**config.mk**
```make
export PLATFORM = sky130hd
export DESIGN_NAME = wr_ingress_ctrl_flat
export DESIGN_NICKNAME = d
export VERILOG_FILES = /design/src/rtl/wr_ingress_if.sv /design/src/rtl/wr_ingress_ctrl.sv /design/src/flat_wrapper.sv
export SDC_FILE = /design/constraint.sdc
export NUM_CORES = 1
export LEC_CHECK = 0
export CAP_MARGIN = 20
export CORE_AREA = 8 8 87 69
export CTS_CLUSTER_DIAMETER = 30
export DETAILED_ROUTE_END_ITERATION = 6
export DIE_AREA = 0 0 95 77
export GPL_TIMING_DRIVEN = 0
export HOLD_SLACK_MARGIN = 0.06
export PLACE_DENSITY = 0.84
export SETUP_SLACK_MARGIN = 0.15
export SYNTH_ARGS = -nofsm -noshare
export SYNTH_HDL_FRONTEND = slang
export SYNTH_SLANG_ARGS = --single-unit
```
**constraint.sdc**
```tcl
create_clock -name wclk -period 2 [get_ports wclk]
set_input_delay 0.2 -clock wclk [delete_from_list [all_inputs] [get_ports wclk]]
set_output_delay 0.2 -clock wclk [all_outputs]
set_load 0.01 [all_outputs]
```
**src/rtl/wr_ingress_if.sv**
```systemverilog
// Producer-side valid/ready stream into the write-domain ingress.
// master = producer, slave = ingress controller.
interface wr_ingress_if #(
  parameter int DATA_WIDTH = 8
);
  logic                  s_valid;
  logic [DATA_WIDTH-1:0] s_data;
  logic                  s_last;
  logic                  s_ready;

  modport master (
    output s_valid, s_data, s_last,
    input  s_ready
  );

  modport slave (
    input  s_valid, s_data, s_last,
    output s_ready
  );
endinterface

```
**src/rtl/wr_ingress_ctrl.sv**
```systemverilog
// Async FIFO write-domain ingress: 2-entry skid buffer, frame counter,
// stall watchdog. Optional WR_PARITY_EN appends even parity to w_data.
module wr_ingress_ctrl #(
  parameter int DATA_WIDTH  = 8,
  parameter int STALL_LIMIT = 16,
  parameter int CNT_WIDTH   = 16,
`ifdef WR_PARITY_EN
  localparam int OW = DATA_WIDTH + 1
`else
  localparam int OW = DATA_WIDTH
`endif
) (
  input  logic                 wclk,
  input  logic                 wrst_n,
  wr_ingress_if.slave          s,
  input  logic                 full,
  output logic                 w_en,
  output logic [OW-1:0]        w_data,
  output logic                 w_last,
  output logic [CNT_WIDTH-1:0] frame_cnt,
  output logic                 stall_err,
  input  logic                 clr_err
);

  localparam int SW = $clog2(STALL_LIMIT + 1);

  typedef enum logic [1:0] {
    IDLE,
    ACTIVE,
    STALLED
  } state_t;

  state_t                state;
  logic                  h_valid;
  logic                  h_last;
  logic [OW-1:0]         h_data;
  logic                  k_valid;
  logic                  k_last;
  logic [DATA_WIDTH-1:0] k_data;
  logic [OW-1:0]         o_data;
  logic                  o_last;
  logic [SW-1:0]         stall_cnt;
  logic                  acc;
  logic                  stall;
  logic                  h_valid_n;

  function automatic logic [OW-1:0] enc(
    input logic [DATA_WIDTH-1:0] d
  );
`ifdef WR_PARITY_EN
    return {^d, d};
`else
    return d;
`endif
  endfunction

  assign s.s_ready = !k_valid;
  assign acc       = s.s_valid & !k_valid;
  assign w_en      = h_valid & !full;
  assign stall     = (state != IDLE) & full;
  // Outputs show the head word while writing, else the last written word
  assign w_data    = w_en ? h_data : o_data;
  assign w_last    = w_en ? h_last : o_last;

  always_comb begin
    h_valid_n = h_valid;
    if (w_en)
      h_valid_n = k_valid | acc;
    else if (!h_valid)
      h_valid_n = acc;
  end

  always_ff @(posedge wclk or negedge wrst_n) begin
    if (!wrst_n) begin
      h_valid   <= 1'b0;
      h_last    <= 1'b0;
      h_data    <= '0;
      k_valid   <= 1'b0;
      k_last    <= 1'b0;
      k_data    <= '0;
      o_data    <= '0;
      o_last    <= 1'b0;
      frame_cnt <= '0;
    end else begin
      h_valid <= h_valid_n;
      if (w_en) begin
        o_data <= h_data;
        o_last <= h_last;
      end
      if (w_en && h_last)
        frame_cnt <= frame_cnt + CNT_WIDTH'(1);
      // acc implies K empty, so K->H and producer->K never collide
      if (w_en && k_valid) begin
        h_data  <= enc(k_data);
        h_last  <= k_last;
        k_valid <= 1'b0;
      end else if (acc && (w_en || !h_valid)) begin
        h_data <= enc(s.s_data);
        h_last <= s.s_last;
      end else if (acc) begin
        k_data  <= s.s_data;
        k_last  <= s.s_last;
        k_valid <= 1'b1;
      end
    end
  end

  always_ff @(posedge wclk or negedge wrst_n) begin
    if (!wrst_n) begin
      state     <= IDLE;
      stall_cnt <= '0;
      stall_err <= 1'b0;
    end else begin
      unique case (1'b1)
        !h_valid_n:         state <= IDLE;
        h_valid_n && full:  state <= STALLED;
        h_valid_n && !full: state <= ACTIVE;
      endcase
      if (!stall)
        stall_cnt <= '0;
      else if (stall_cnt != SW'(STALL_LIMIT))
        stall_cnt <= stall_cnt + SW'(1);
      if (stall && stall_cnt >= SW'(STALL_LIMIT - 1))
        stall_err <= 1'b1;
      else if (clr_err)
        stall_err <= 1'b0;
    end
  end

endmodule

```
**src/flat_wrapper.sv**
```systemverilog
// flat-port wrapper written by rule: the top's interface ports become plain ports
module wr_ingress_ctrl_flat 
#(
  parameter int DATA_WIDTH  = 8,
  parameter int STALL_LIMIT = 16,
  parameter int CNT_WIDTH   = 16,

  localparam int OW = DATA_WIDTH

)
  (wclk, wrst_n, full, w_en, w_data, w_last, frame_cnt, stall_err, clr_err, s_s_valid, s_s_data, s_s_last, s_s_ready);
  wr_ingress_if #(.DATA_WIDTH(DATA_WIDTH)) s_i ();
  input  logic wclk;
  input  logic wrst_n;
  input  logic full;
  output logic w_en;
  output logic [OW-1:0] w_data;
  output logic w_last;
  output logic [CNT_WIDTH-1:0] frame_cnt;
  output logic stall_err;
  input  logic clr_err;
  input wire logic [$bits(s_i.s_valid)-1:0] s_s_valid;
  input wire logic [$bits(s_i.s_data)-1:0] s_s_data;
  input wire logic [$bits(s_i.s_last)-1:0] s_s_last;
  output wire logic [$bits(s_i.s_ready)-1:0] s_s_ready;
  assign s_i.s_valid = s_s_valid;
  assign s_i.s_data = s_s_data;
  assign s_i.s_last = s_s_last;
  assign s_s_ready = s_i.s_ready;
  wr_ingress_ctrl #(.DATA_WIDTH(DATA_WIDTH), .STALL_LIMIT(STALL_LIMIT), .CNT_WIDTH(CNT_WIDTH)) u_core (.wclk(wclk), .wrst_n(wrst_n), .s(s_i), .full(full), .w_en(w_en), .w_data(w_data), .w_last(w_last), .frame_cnt(frame_cnt), .stall_err(stall_err), .clr_err(clr_err));
endmodule
```
-- Word level (Yosys, flattened, before mapping)
Cells that the tools add are included.
- add/subtract/negate cells: 2
- multipliers: 0
- div/mod/pow operators: 0
- $lt $le $gt $ge: 1
- equal/unequal tests: 3
- shift-type cells: 0
- mux-type cells: 16
- bitwise logic cells: 6
- reductions and logical operators: 17
- operators with widths (operator ; count):
    $mux 8 ; 3
    $add 16x1->16 const B ; 1
    $mux 1 ; 10
    $mux 5 ; 2
    $reduce_bool 2->1 ; 4
    $logic_and 1x1->1 ; 6
    $pmux 2 s3 ; 1
    $add 5x1->5 const B ; 1
    $ge 5x4->1 const B ; 1
    $ne 5x5->1 const B ; 1
    $logic_not 1->1 ; 4
    $and 1x1->1 ; 3
    $reduce_and 3->1 ; 1
    $ne 2x1->1 const B ; 1
    $ne 2x2->1 const B ; 1
    $not 1->1 ; 2
    $reduce_and 2->1 ; 1
    $logic_or 1x1->1 ; 1
    $or 1x1->1 ; 1
- register bits after elaboration: 53
- bits in latches: 0
- bits in writable memories: 0
- bits in read-only memories: 0
- output and inout bits: 28
- logic and storage cells: 57
- memories kept: 0

-- Longest topological paths before layout
- depth after elaboration: 6
- mapped depth: 6

-- Least setup slack after synthesis
No wires, ideal clock.
- path kind: reg2out
- start: reg u_core.h_valid
- end: out w_data[1]
- data arrival time: 1.257 ns
- data required time: 1.800 ns
- path slack: 0.543 ns
- stages on the path, launching flop included: 5
- path buffers: 2
- cells stage by stage: dfrtp_1 -> buf_4 -> nor2b_4 -> buf_2 -> mux2_2
- cells in the longest elaborated chain, start to end: 2
- ends and longest elaborated chain (item ; RTL line ; text):
    from (decl) ; wr_ingress_ctrl.sv:34 ; logic h_valid;
    from (signal assigned) ; wr_ingress_ctrl.sv:85 ; h_valid <= h_valid_n;
    $and 1x1->1 ; wr_ingress_ctrl.sv:59 ; assign w_en = h_valid & !full;
    via w_en ; flat_wrapper.sv:16 ; output logic w_en;
    $mux 8 ; n/a ;
    to (decl) ; flat_wrapper.sv:17 ; output logic [OW-1:0] w_data;
The timed path passes the listed nets, and every way through them passes these cells.

-- Worst setup path after layout
- start: reg u_core.h_valid
- end: out w_data[6]
- cells in the longest elaborated chain, start to end: 2
- ends and longest elaborated chain (item ; RTL line):
    $and 1x1->1 ; wr_ingress_ctrl.sv:59
    $mux 8 ; n/a
No other way between the ends.

==> qor.yml <==
yosys:
  synth_top_area_share: 0.5724
  synth_nets: 198
  yosysWarnings: 0
  netlist_area_um2: 2317
  yosys.area.top_type: "dfrtp_1"
  syn_inst: 180
  synth_cell_types: 34
  avgSynthCellArea_um2: 12.87
  synth_area_leaders: "dfrtp_1 57%, mux2_2 8.7%, xnor2_1 5.3%"
  synth_seq_cells: 53
  ys_seq_area_frac: 0.5724
clock_network:
  cts_tree: "yes"
  cts_inserted_buffers: 5
  htree_levels: 2
  clockBufferDepth: 2
  clkSlewWorstSetupHoldPaths_ns: 0.09
  clock_latency_ns: 0.31
  cts_sinks: 53
  cts_root_buf: "clkbuf_8"
setup_path:
  required_ns: 1.80
  arrival_ns: 1.63
  startpoint_type: "flop"
  path_max_fanout: 5
  endpoint_kind: "output port"
  critPathKind: "reg -> out"
placed_design:
  numPortBuffers: 40
  gp_congestion: 0.8080
  post_dp_cell_area_um2: 2808
  dp_hpwl_mm: 3.504
  dp_cells: 281
  place_ws_ns: -0.03938
routing:
  via_per_inst: 5.463
  firstDrtPassIters: 4
  drc_errors: 0
  routed_wirelength_mm: 5.023
  ant_nets: 0
  vias: 1617
  wl_per_cell_um: 16.97
  drt_iter0_drc: 59
power:
  power.density_nw_per_um2: 1212
  peakVddDrop_v: 0.0006947
  finalPower_mw: 3.591
  p_leak_nw: 1.371
finish:
  nets: 253
  final_util: 0.6295
  antennaDiodeCount: 0
  post_route_cells_drive_above_1_share: 0.2415
  stdcell_count: 296
  fin_area_um2: 2963
  area_growth_pct: 27.86
grt:
  grt_max_degree: 36
  grt_pass1_wl_mm: 8.335
  antenna_found_initial: 0
  grt_pass1_vias: 1697
  grt-ovfl-total: 0
  grt_usage: 0.1440
floorplan:
  dieArea_um2: 7315
  top_level_ports: 42
  rows: 22
  die-height_um: 77
  core_um2: 4707
  die_x_um: 95
  start_util: 0.4923
timing:
  drv_slew: 0
  min_period_ns: 1.827
  rsz0062_at_grt: "true"
  fmax_ghz: 0.5474
  relSlewSlack: 0.5755
  tightest_slew_ns: 0.6319
  finClkSkew_ns: 0.01014
  setup_viol: 0
  worst_slack_ns: 0.1732
  fin_crit_sh: 0.9134
  hold_violations: 0
outcome:
  status: "finished clean"
run:
  drv_cap: 0
hold_path:
  hold_class: "in -> reg"
registers in the layout (all words and copies together) (netlist names), 2 cells and up:
register / cells
u_core.k_data: 8
u_core.o_data: 8
u_core.stall_cnt: 5
u_core.h_data: 8
u_core.frame_cnt: 16
u_core.state: 2
logic make-up (layout without fill, tap and decap cells):
group                      count (synthesis)  after routing  synth area share
buffers and inverters                     14             70           0.02862
AOI/OAI and AO/OA                         18             18           0.06317
xor gates and xnor gates                  18             18           0.06803
adders and majority gates                  4              4           0.02160
muxes                                     20             20           0.09611
DFF                                       53             53            0.5724
and+or+nand+nor                           53             53            0.1501
cell usage after synthesis:
cell type,number
dfrtp_1,53
mux2_2,18
xnor2_1,14
and3_1,10
nand2_1,10
inv_1,9
a221o_1,8
nand3_1,7
nor2_1,7
nor3_1,6
ha_1,4
xor2_1,4
a21oi_1,3
nand4_1,3
o21ai_0,3
buf_2,2
mux2i_1,2
a21oi_2,1
a21oi_4,1
and2_2,1
buf_4,1
buf_6,1
clkbuf_1,1
nand2b_4,1
nand3b_4,1
nand4_2,1
nand4b_4,1
nor2b_4,1
nor4_1,1
nor4_2,1
nor4_4,1
o21ai_1,1
o22ai_1,1
or2_2,1
repair_timing:
action                                  in CTS  in global routing
buffers inserted                             4                  1
endpoints found under the setup margin      10                  9
gates cloned                                 1                  0
resized for setup                           45                 10
endpoints found under the hold margin       18                  0
hold buffers                                 1                  0
power breakdown:
part	total (mW)	switching [mW]	internal, mW
clock network	0.587	0.344	0.244
logic	1.34	0.593	0.746
registers	1.66	0.245	1.42
critical path, cell delays in order, from the launching register on:
cell	delay [ns]
dfrtp_1	0.36
buf_6	0.09
nor2b_4	0.22
buf_6	0.16
mux2_2	0.34
buf_2	0.14
through the flow:
| stage | TNS, ns | hold slack (ns) |
|---|---|---|
| floorplan | 0 | -0.09559 |
| global placement | -41.63 | 0.4227 |
| detailed placement | -0.2031 | 0.1738 |
| CTS | 0 | 0.09365 |
| global route | 0 | 0.08790 |
| finish | 0 | 0.09993 |
final cells by class:
class	instances	area, um2
clock buffers	6	72.57
repair buffers	48	452.9
plain buffers	5	48.80
well taps	60	75.07
clock inverters	2	10.01
multi-input cells	113	943.4
flip-flops and latches	53	1326
inverters	9	33.78
fillers	387	1744
worst paths after layout:
kind | slack (ns) | to | startpoint | cells after the start
setup / recovery | 0.17 | w_data[6] | u_core.h_valid$_DFF_PN0_ | 5
max in group asynchronous | 1.10 | u_core.h_data[4]$_DFFE_PN0P_ | wrst_n | 3
min in group asynchronous | 0.36 | u_core.stall_err$_DFFE_PN0P_ | wrst_n | 2
hold reg to reg | 0.48 | u_core.frame_cnt[15]$_DFFE_PN0P_ | u_core.frame_cnt[15]$_DFFE_PN0P_ | 1
setup reg to reg | 0.34 | u_core.h_data[3]$_DFFE_PN0P_ | u_core.h_valid$_DFF_PN0_ | 5
hold / removal | 0.1 | u_core.state[0]$_DFF_PN0_ | full | 2
cells in the final DEF, fill, tap and decap left out, types with 6 or more instances in the layout:
master | netlist | routed
nand3_1 | 7 | 7
buf_6 | 1 | 9
mux2_2 | 18 | 13
and3_1 | 10 | 10
nor3_1 | 6 | 6
nor2_1 | 7 | 7
a221o_1 | 8 | 8
clkdlybuf4s50_1 | 0 | 29
buf_2 | 2 | 6
inv_1 | 9 | 9
xnor2_1 | 14 | 14
dfrtp_1 | 53 | 53
nand2_1 | 10 | 10
layer usage:
layer,global-route usage,share of wire,up-vias,wire (um)
met3,0.03891,0.062,10,311
li1,-,-,748,-
met2,0.2288,0.48,55,2415
met4,0.05910,0.018,0,91
met5,0,0,-,0
met1,0.1795,0.44,804,2204
No activity file was read; power rests on OpenSTA's default activity.
